===== config.mk =====
export PLATFORM = sky130hd
export DESIGN_NAME = sl_tx
export DESIGN_NICKNAME = d
export VERILOG_FILES = /design/src/rtl/sl_pkg.sv /design/src/rtl/sl_half_bit_timer.sv /design/src/rtl/sl_tx.sv
export SDC_FILE = /design/constraint.sdc
export NUM_CORES = 1
export LEC_CHECK = 0
export ABC_AREA = 1
export BUFFER_PORTS_ARGS = -buffer_cell sky130_fd_sc_hd__buf_2
export CAP_MARGIN = 20
export CORE_UTILIZATION = 57
export DETAILED_ROUTE_END_ITERATION = 8
export MAX_ROUTING_LAYER = met4
export PLACE_DENSITY_LB_ADDON = 0.15
export SETUP_SLACK_MARGIN = 0.2
export SYNTH_ARGS = -nofsm -noshare
export SYNTH_HDL_FRONTEND = slang
export SYNTH_SLANG_ARGS = --single-unit

===== constraint.sdc =====
create_clock -name clk -period 4.4 [get_ports clk]
set_input_delay 0.88 -clock clk [delete_from_list [all_inputs] [get_ports clk]]
set_output_delay 0.88 -clock clk [all_outputs]
set_load 0.05 [all_outputs]

===== src/rtl/sl_pkg.sv =====
// Shared definitions for the SL serial-line blocks (transmitter, bridge, receiver).
// Holds the FSM state type, configuration field positions and line timing constants.
package sl_pkg;

    typedef enum logic [1:0] {
        IDLE,
        LOW,
        HIGH,
        GAP
    } sl_tx_state_t;

    localparam int CFG_PAR_EN    = 0;
    localparam int CFG_PAR_ODD   = 1;
    localparam int CFG_HALF_LSB  = 2;
    localparam int CFG_HALF_MSB  = 7;

    localparam int GAP_HALF_BITS = 4;
    localparam int HALF_W        = CFG_HALF_MSB - CFG_HALF_LSB + 1;
    localparam int BIT_CNT_W     = 6;

endpackage


===== src/rtl/sl_half_bit_timer.sv =====
// Loadable down-counter timing one half-bit phase; phase_end is high while the count is zero.
// A phase loaded with H therefore lasts H+1 clocks.
module sl_half_bit_timer #(
    parameter int HALF_W = sl_pkg::HALF_W
) (
    input  logic              clk,
    input  logic              reset,
    input  logic              load,
    input  logic [HALF_W-1:0] load_val,
    output logic              phase_end
);

    logic [HALF_W-1:0] cnt;

    always_ff @(posedge clk or posedge reset) begin
        if (reset) begin
            cnt <= '0;
        end else if (load) begin
            cnt <= load_val;
        end else if (cnt != '0) begin
            cnt <= cnt - 1'b1;
        end
    end

    assign phase_end = (cnt == '0);

endmodule


===== src/rtl/sl_tx.sv =====
// SL two-wire transmitter: serializes a 32-bit word MSB-first with optional parity,
// followed by an idle gap, and returns a ready/done handshake to the bridge.
module sl_tx #(
    parameter int WORD_WIDTH       = 32,
    parameter int CONFIG_REG_WIDTH = 8,
    parameter int GAP_HALF_BITS    = sl_pkg::GAP_HALF_BITS
) (
    input  logic                        clk,
    input  logic                        reset,
    input  logic [WORD_WIDTH-1:0]       tx_data,
    input  logic                        tx_valid,
    output logic                        tx_ready,
    input  logic [CONFIG_REG_WIDTH-1:0] config_reg,
    output logic                        sl0,
    output logic                        sl1,
    output logic                        busy,
    output logic                        tx_done
);
    import sl_pkg::*;

    localparam logic [BIT_CNT_W-1:0] GAP_LAST = BIT_CNT_W'(GAP_HALF_BITS - 1);

    sl_tx_state_t          state;
    logic [BIT_CNT_W-1:0]  bit_cnt;
    logic [BIT_CNT_W-1:0]  last_bit;
    logic [HALF_W-1:0]     half_q;
    logic [HALF_W-1:0]     cfg_half;
    logic [HALF_W-1:0]     timer_val;
    logic                  par_en_q;
    logic [WORD_WIDTH:0]   shreg;
    logic                  accept;
    logic                  timer_load;
    logic                  phase_end;

    assign accept     = tx_valid && tx_ready;
    assign cfg_half   = config_reg[CFG_HALF_MSB:CFG_HALF_LSB];
    // The accepting edge already starts the first LOW phase, so the timer takes H straight from the input.
    assign timer_load = accept || ((state != IDLE) && phase_end);
    assign timer_val  = accept ? cfg_half : half_q;
    assign last_bit   = par_en_q ? BIT_CNT_W'(WORD_WIDTH) : BIT_CNT_W'(WORD_WIDTH - 1);

    sl_half_bit_timer #(
        .HALF_W   (HALF_W)
    ) u_timer (
        .clk      (clk),
        .reset    (reset),
        .load     (timer_load),
        .load_val (timer_val),
        .phase_end(phase_end)
    );

    // Word and latched configuration; the parity bit rides at the LSB end of the shifter.
    always_ff @(posedge clk) begin
        if (accept) begin
            shreg    <= {tx_data, (^tx_data) ^ config_reg[CFG_PAR_ODD]};
            half_q   <= cfg_half;
            par_en_q <= config_reg[CFG_PAR_EN];
        end else if ((state == HIGH) && phase_end) begin
            shreg <= shreg << 1;
        end
    end

    always_ff @(posedge clk or posedge reset) begin
        if (reset) begin
            state    <= IDLE;
            bit_cnt  <= '0;
            sl0      <= 1'b1;
            sl1      <= 1'b1;
            tx_ready <= 1'b1;
            busy     <= 1'b0;
            tx_done  <= 1'b0;
        end else begin
            tx_done <= 1'b0;
            case (state)
                IDLE: begin
                    if (accept) begin
                        state    <= LOW;
                        bit_cnt  <= '0;
                        sl0      <= tx_data[WORD_WIDTH-1];
                        sl1      <= ~tx_data[WORD_WIDTH-1];
                        tx_ready <= 1'b0;
                        busy     <= 1'b1;
                    end
                end
                LOW: begin
                    if (phase_end) begin
                        state <= HIGH;
                        sl0   <= 1'b1;
                        sl1   <= 1'b1;
                    end
                end
                HIGH: begin
                    if (phase_end) begin
                        if (bit_cnt == last_bit) begin
                            state   <= GAP;
                            bit_cnt <= '0;
                        end else begin
                            // shreg has not shifted yet, so the next bit sits one below the top.
                            state   <= LOW;
                            bit_cnt <= bit_cnt + 1'b1;
                            sl0     <= shreg[WORD_WIDTH-1];
                            sl1     <= ~shreg[WORD_WIDTH-1];
                        end
                    end
                end
                GAP: begin
                    if (phase_end) begin
                        if (bit_cnt == GAP_LAST) begin
                            state    <= IDLE;
                            bit_cnt  <= '0;
                            tx_done  <= 1'b1;
                            tx_ready <= 1'b1;
                            busy     <= 1'b0;
                        end else begin
                            bit_cnt <= bit_cnt + 1'b1;
                        end
                    end
                end
                default: state <= IDLE;
            endcase
        end
    end

endmodule


; ---- After elaboration in Yosys (flattened, before gate mapping)
; Cells that the tools add are included.
[word_totals]
register_bits = 58
inputBits = 43
out_inout_bits = 5
word_cells = 84
[op_classes]
addsub = 2
n_eq_ne = 11
muxes = 39
bitwise = 3
reduce_logical = 18
[ops]
columns = cell, count
row1 = $mux 32, 2
row2 = $mux 6, 9
row3 = $reduce_xor 32->1, 1
row4 = $pmux 6 s3, 1
row5 = $mux 1, 16
row6 = $mux 2, 6
row7 = $ne 2x2->1 const B, 6
row8 = $reduce_and 5->1, 2
row9 = $pmux 2 s4, 1
row10 = $reduce_and 4->1, 2
row11 = $reduce_bool 2->1, 4
row12 = $add 6x1->6 const B, 1
row13 = $eq 6x2->1 const B, 1
row14 = $eq 6x6->1, 1
row15 = $logic_not 6->1, 1
row16 = $pmux 1 s3, 2
row17 = $reduce_bool 3->1, 2
row18 = $reduce_bool 6->1, 1
row19 = $sub 6x1->6 const B, 1
row20 = $eq 2x2->1 const B, 2
row21 = $pmux 1 s2, 2
row22 = $logic_and 1x1->1, 3
row23 = $eq 2x1->1 const B, 1
row24 = $logic_not 2->1, 1
row25 = other kinds (3), 4

; ---- Logic depth before layout (Yosys ltp)
; Gate-level depths: netlist of run 1.
[depth]
depth_word = 5
depth_mapped = 14
mapped_depth_nobuf = 14

; ---- Hierarchy
; A second synthesis of run 1 with hierarchy kept.
[unflattened]
cells_unflattened = 432
area_unflattened_um2 = 3405.8
[modules_own_cells]
columns = mod, instances, cells_per_inst, area_each_um2, seq_area_each_um2
row1 = sl_tx, 1, 384, 3016.6, 1440.1
row2 = sl_half_bit_timer, 1, 48, 389.1, 150.1

; ---- Worst setup path before layout of run 1
; No wires, ideal clock.
[synth_timing]
path_kind = reg2reg
from = register state[0]
to = register shreg[0] (enable)
setup_time_ps = 466
arrival_time_ps = 3191
t_required_ps = 3934
path_slack_ps = 743
stages_incl_launch_ff = 5
n_path_buf = 0
synth_period_minus_slack_ps = 3657
path_cell_list = dfrtp_1 > inv_1 > ha_1 > inv_1 > o21ai_0
[synth_between]
elab_chain_cells = 3
[synth_rtl]
columns = item, line_no
row1 = "start, declared", sl_tx.sv:23  ; sl_tx_state_t state;
row2 = "start signal, assigned", sl_tx.sv:65  ; state <= IDLE;
row3 = "start signal, assigned", sl_tx.sv:77  ; state <= LOW;
row4 = "start signal, assigned", sl_tx.sv:87  ; state <= HIGH;
row5 = $eq 2x2->1, sl_tx.sv:58  ; end else if ((state == HIGH) && phase_end) begin
row6 = $logic_and 1x1->1, sl_tx.sv:58
row7 = $reduce_bool 2->1 (no source line), n/a
row8 = "end signal, assigned", sl_tx.sv:55  ; shreg <= {tx_data, (^tx_data) ^ config_reg[CFG_PAR_ODD]};
row9 = "end signal, assigned", sl_tx.sv:59  ; shreg <= shreg << 1;
row10 = "end, declared", sl_tx.sv:30  ; logic [WORD_WIDTH:0] shreg;
; Every way passes these cells.
; A chain may end at the register's enable or synchronous reset.

; ---- Final worst setup path of run 1
[layout_timing]
from = input port tx_valid
to = register bit_cnt[2]
[layout_between]
elab_chain_cells = 3
[layout_rtl]
columns = item, line_no
row1 = "start, declared", sl_tx.sv:11  ; input logic tx_valid,
row2 = $logic_and 1x1->1, sl_tx.sv:35  ; assign accept = tx_valid && tx_ready;
row3 = $ne 2x2->1 (no source line), n/a
row4 = $reduce_and 4->1 (no source line), n/a
row5 = "end signal, assigned", sl_tx.sv:100  ; bit_cnt <= bit_cnt + 1'b1;
row6 = "end signal, assigned", sl_tx.sv:115  ; bit_cnt <= bit_cnt + 1'b1;
row7 = "end, declared", sl_tx.sv:24  ; logic [BIT_CNT_W-1:0] bit_cnt;
; Every way passes these cells.

==> results of run 1 <==
## logic make-up after synthesis
kind of cell             after synthesis  synth area share (%)
XOR/XNOR                              21                  5.44
AO/OA/AOI/OAI                         50                  8.77
buffers and inverters                 59                  6.88
multiplexers                           1                 0.296
flip-flops                            58                  47.0
adder cells (fa/ha/maj)               10                  3.70
AND/OR/NAND/NOR                      230                  27.9
## through the flow
step | cell area [um^2] | hold slack (ns) | std cells | total power (uW)
3_3_place_gp | 3690 | 0.438 | 542 | 684
3_5_place_dp | 3690 | 0.443 | 542 | 689
6_report | 3900 | 0.451 | 558 | 1190
2_1_floorplan | 3380 | 0.418 | 429 | 648
5_1_grt | 3900 | 0.496 | 558 | 1240
4_1_cts | 3900 | 0.459 | 558 | 1200
## sequential cells by signal, summed over array words and instances (netlist names)
name / cells
shreg: 32
bit_cnt: 6
half_q: 6
u_timer.cnt: 6
state: 2
busy: 1
par_en_q: 1
sl0: 1
sl1: 1
tx_done: 1
tx_ready: 1
## placed cells by master (no fill, tap or decap), drive strengths merged, types with 2 or more instances in the layout
cell type and count:
buf 49, nor2 26, inv 52, dfxtp 6, clkbuf 10, or2 3, edfxtp 33, nand2 180
nand4 3, nand3 9, ha 10, dfrtp 16, nor3 6, xnor2 11, clkinv 3, a31oi 2
o21ai 28, a21oi 15, xor2 10, dfstp 3
## synth_stat cells, drive strengths merged
cell	number	area share, %
xnor2	11	2.8
o211ai	1	0.22
nor3b	1	0.22
a21boi	1	0.56
dfrtp	16	12
nor3	6	1.0
a211oi	1	0.22
a31oi	2	0.37
clkbuf	3	0.33
or2	3	0.56
a31o	1	0.26
nand4	3	0.56
edfxtp	33	29
nand2	180	20
a22oi	1	0.22
o21ai	28	4.3
nand3	9	1.7
inv	51	5.8
nor2	26	3.0
buf	5	0.74
mux2i	1	0.30
nand3b	1	0.22
dfxtp	6	3.6
a21oi	15	2.7
dfstp	3	2.3
ha	10	3.7
xor2	10	2.6
nand2b	1	0.19
## worst max-delay path, delay by kind of cell
family          cells  cell delay, ns
compound gates      1            0.20
xor+xnor            1            0.14
buf+inv             3            0.58
simple gates        5            0.50
## power breakdown
group          switching [uW]  total, uW  internal [uW]  leakage, uW
Clock                     223        518            295     0.000108
Combinational            63.4        107           44.0      0.00135
Sequential                  0        569            569     0.000627
Total                     286       1190            908      0.00208
## final cells by class
cell class | instances | area [um^2]
inverter | 51 | 196
tap | 72 | 90.1
multi-input combinational | 312 | 1560
clock inverter | 6 | 62.6
fill | 480 | 1710
timing repair buffer | 49 | 250
clock buffer | 10 | 149
sequential | 58 | 1590
## worst max path at each step
| stage | start | to | slack, ns | cells past startpoint |
|---|---|---|---|---|
| after floorplan | state[0]$_DFFE_PP0P_ | shreg[0]$_SDFFCE_PN0P_ | 0.74 | 4 |
| after global placement | tx_valid | bit_cnt[2]$_DFFE_PP0P_ | 1.99 | 10 |
| after detailed placement | tx_valid | bit_cnt[2]$_DFFE_PP0P_ | 1.95 | 10 |
| after CTS | tx_valid | bit_cnt[2]$_DFFE_PP0P_ | 2.31 | 10 |
| after global routing | tx_valid | u_timer.cnt[1]$_DFFE_PP0P_ | 2.15 | 9 |
| final | tx_valid | bit_cnt[2]$_DFFE_PP0P_ | 2.31 | 10 |
## routing by layer
layer | wire (um) | up-vias
met2 | 3110 | 69
met4 | 136 | 0
li1 | - | 1462
met5 | 0 | -
met3 | 272 | 13
met1 | 2900 | 1277
==> results.md, run 1 <==
* Status: completed
* Cts bufs inserted at 9
* Count of cells resized by post-cts repair at 0
* Via density at 5.06
* Top Ports at 48
* Final hold violations at 0
* IR drop worst, VDD at 0.000173 V
* CTS tree: built
* Final worst slack at 2.31 ns
* Clock Skews at 0.00970 ns
* Seq/Total Area, Yosys at 47.0%
* ANT nets after route at 0
* RSZ-0062 raised after global routing: false
* Crit path cell chain: buf_2 -> nand2_1 -> buf_4 -> nand2_1 -> a21boi_4 -> nand2_4 -> inv_6 -> nand2_2 -> xor2_1 -> nor2_1
* Buffer count from post-CTS setup fixing at 0
* Pre-Repair DR Iteration Count at 4
* Post-Syn Instances at 429
* Pin count of the biggest net entering global routing at 56
* N_diodes at 0
* CTS clk-pin slew, worst paths at 0.07 ns
* Slack of the worst reg-to-reg path at 2.45 ns
* Starting Density at 60.3%
* IO Port Bufs at 47
* Fin Setup TNS at 0 ns
* Clock sink total at 58
* Vias in the first global route at 2736
* Setup WS pre-CTS at 1.95 ns
* DRT iter0 DRCs at 119
* FMAX at 479 MHz
* Yosys cell types at 40
* Seq cells post-synth at 58
* Reported max-cap violation count at 0
* Residual DRC at 0
* CP startpoint kind: input port
* Via count at 2821
* Tcrit/Tclk final at 47.5%
* Clock root buffer: clkbuf_8
* Relative slew slack at 48.5%
* Layout cells sized above 1 at 17.5%
* Initial antenna violation count at 0
* Met2 Usage GRT at 39.9%
* Detail Placement HPWL at 4.69 mm
* Reg-to-Reg Start: state[0]$_DFFE_PP0P_
* Power Density at 306 nW/um^2
* Final setup vio count at 0
* Nets@finish at 534
* WL/cell at 11.5 um
* CP max stage cell: buf_4
* Max-slew violations at 0
* Drt total wl at 6.42 mm
* Die H at 79.0 um
* Total congestion overflow at 0
* GRT met1 Usage at 28.0%
* Net Count, Synth at 482
* Cells on worst reg2reg path at 5
* Min-delay src: half_q[0]$_DFF_P_
* Max stage delay on crit path at 0.44 ns
* Core area at 5610 um^2
* Critical Path End Type: flip-flop
* DIE AREA at 6240 um^2
* Gp weighted congestion at 0.863
* Reg-to-reg endpoint: shreg[1]$_DFFE_PP_
* Max clock buf depth at 2
* Kind of critical path: in -> reg
* Hold EP: half_q[0]$_DFF_P_
* Cells on Worst Hold Path at 2
* Hold WC Path Type: reg -> reg
* Fin util at 69.5%
* Critical Path AT at 2.31 ns
* Site row count at 27
* GRT busiest layer: met2
* Syn avg cell area at 7.88 um^2
* Mapped cell area at 3380 um^2
* Die X-Extent at 79.0 um
* Post-CTS Hold Fix Bufs at 0
* First-pass GRT wire length at 11.2 mm
* H-tree depth at 3
* LEAKAGE at 0.00208 uW
* Tightest Pin Transition at 0.772 ns
* Worst path required time at 4.63 ns
* Global routing usage on met3 at 3.56%
* Yosys warns at 0
* Critical-path maximum fanout at 55
* Area Overhead vs Synth at 15.4%
* All-Layer GR Usage at 24.1%
* Most frequent CP cell: nand2_1
* Clk Latency, worst-skew pair at 0.34 ns
* Fin crit period at 2.09 ns
(Power assumes the default switching activity.)
==> run 2, diff against run 1 <==
==> constraint.sdc (replaced) <==
create_clock -name clk -period 2.1 [get_ports clk]
set_input_delay 0.42 -clock clk [delete_from_list [all_inputs] [get_ports clk]]
set_output_delay 0.42 -clock clk [all_outputs]
set_load 0.05 [all_outputs]
==> results.md, run 2 (synthesized netlist as in run 1, its figures left out) <==
* Clock sink total at 58
* Critical Path AT at 1.98 ns
* Layout cells sized above 1 at 17.8%
* Vias in the first global route at 2711
* DIE AREA at 6240 um^2
* Critical Path End Type: flip-flop
* IR drop worst, VDD at 0.000330 V
* Status: completed
* Clock root buffer: clkbuf_8
* Total congestion overflow at 0
* First-pass GRT wire length at 11.4 mm
* Commonest non-fill, non-tap cell in the layout: nand2_1
* Nets@finish at 537
* Reported max-cap violation count at 0
* Met1 Wirelength at 2.89 mm
* Placed Area at 3730 um^2
* Met3 Wirelength at 277 um
* Hold WC Path Type: in -> async
* All-Layer GR Usage at 24.1%
* Cts bufs inserted at 9
* Tcrit/Tclk final at 83.9%
* Site row count at 27
* Die X-Extent at 79.0 um
* Pin count of the biggest net entering global routing at 33
* WL/cell at 11.4 um
* Slack of the worst reg-to-reg path at 0.34 ns
* Max clock buf depth at 2
* Critical path buffer and inverter count at 2
* Gp weighted congestion at 0.909
* Die H at 79.0 um
* Crit path cell chain: inv_1 -> ha_1 -> nand2_1 -> a21boi_4 -> inv_2 -> a21oi_4 -> nand2_2 -> nor3_2 -> a21oi_1
* CP startpoint kind: flip-flop
* Via count at 2813
* Cell family with most CP delay: compound AO/OA/AOI/OAI gates
* Worst path required time at 2.31 ns
* FMAX at 568 MHz
* Final hold violations at 0
* Reg-to-reg endpoint: state[0]$_DFFE_PP0P_
* Initial antenna violation count at 0
* RSZ-0062 raised after global routing: false
* N_diodes at 0
* Via density at 5.01
* CTS clk-pin slew, worst paths at 0.07 ns
* Reg with most FFs: shreg
* Clock Skews at 0.00790 ns
* ANT nets after route at 0
* Detail Placement HPWL at 4.74 mm
* Critical-path maximum fanout at 6
* CP max stage cell: dfrtp_2
* Commonest non-fill, non-tap cells in the layout: 176 x nand2_1, 49 x inv_1, 47 x buf_2
* Met2 WL at 3.16 mm
* IO Port Bufs at 47
* Clk Latency, worst-skew pair at 0.33 ns
* Reg-to-Reg Start: state[0]$_DFFE_PP0P_
* Area Overhead vs Synth at 15.1%
* Relative slew slack at 49.6%
* Pre-Repair DR Iteration Count at 4
* LEAKAGE at 0.00208 uW
* Tightest Pin Transition at 0.755 ns
* Fin area at 3890 um^2
* CTS tree: built
* Starting Density at 60.3%
* Kind of critical path: reg -> reg
* Cells on worst reg2reg path at 9
* Drt total wl at 6.41 mm
* Top Ports at 48
* Residual DRC at 0
* Max reg flops at 32
* Max-slew violations at 0
* Fin crit period at 1.76 ns
* H-tree depth at 3
* Max stage delay on crit path at 0.42 ns
* Max Used Layer: met4
* DRT iter0 DRCs at 144
* Final setup vio count at 0
* Power Density at 582 nW/um^2
* Fin Setup TNS at 0 ns
* Core area at 5610 um^2
run 2: area by class of cell:
| type | count | area [um^2] |
|---|---|---|
| multi-input cells | 312 | 1570 |
| inverters | 51 | 196 |
| flip-flops and latches | 58 | 1590 |
| well taps | 72 | 90.1 |
| clock buffers | 12 | 135 |
| repair buffers | 52 | 285 |
| clock inverters | 4 | 18.8 |
| fillers | 493 | 1720 |
run 2: repair_timing:
| action | CTS | global route |
|---|---|---|
| setup endpoints to repair | 0 | 28 |
| setup buffers | 0 | 1 |
| hold buffers | 0 | 0 |
| resized for setup | 0 | 3 |
run 2: worst max path at each step:
stage	startpoint	end	slack, ns	cells past startpoint
global placement	state[0]$_DFFE_PP0P_	state[1]$_DFFE_PP0P_	0.41	9
CTS	state[0]$_DFFE_PP0P_	state[0]$_DFFE_PP0P_	0.27	9
floorplan	tx_ready$_DFFE_PP1P_	shreg[0]$_SDFFCE_PN0P_	0.21	5
finish	state[0]$_DFFE_PP0P_	state[0]$_DFFE_PP0P_	0.34	9
detailed placement	state[0]$_DFFE_PP0P_	state[0]$_DFFE_PP0P_	0.28	9
global route	state[0]$_DFFE_PP0P_	state[1]$_DFFE_PP0P_	0.21	9
run 2: routing by layer:
layer,up-vias,track usage [%]
li1,1469,-
met1,1275,28.2
met2,57,40.1
met3,12,5.63
met4,0,9.64
met5,-,-
run 2: stage by stage:
step           worst slack [ns]  hold WS [ns]  std cells  total power (uW)  util [%]
3_5_place_dp              0.279         0.441        544              1440      66.4
2_1_floorplan             0.208         0.369        429              1360         -
4_1_cts                   0.274         0.229        560              2280      69.2
6_report                  0.339         0.213        561              2270      69.4
3_3_place_gp              0.409         0.435        544              1430      66.4
5_1_grt                   0.208         0.244        561              2370      69.4
run 2: where the power goes:
part | total (uW) | switching [uW] | internal, uW | leakage [uW]
Clock | 849 | 430 | 419 | 0.0000816
Combinational | 223 | 131 | 92.3 | 0.00137
Sequential | 1190 | 0 | 1190 | 0.000625
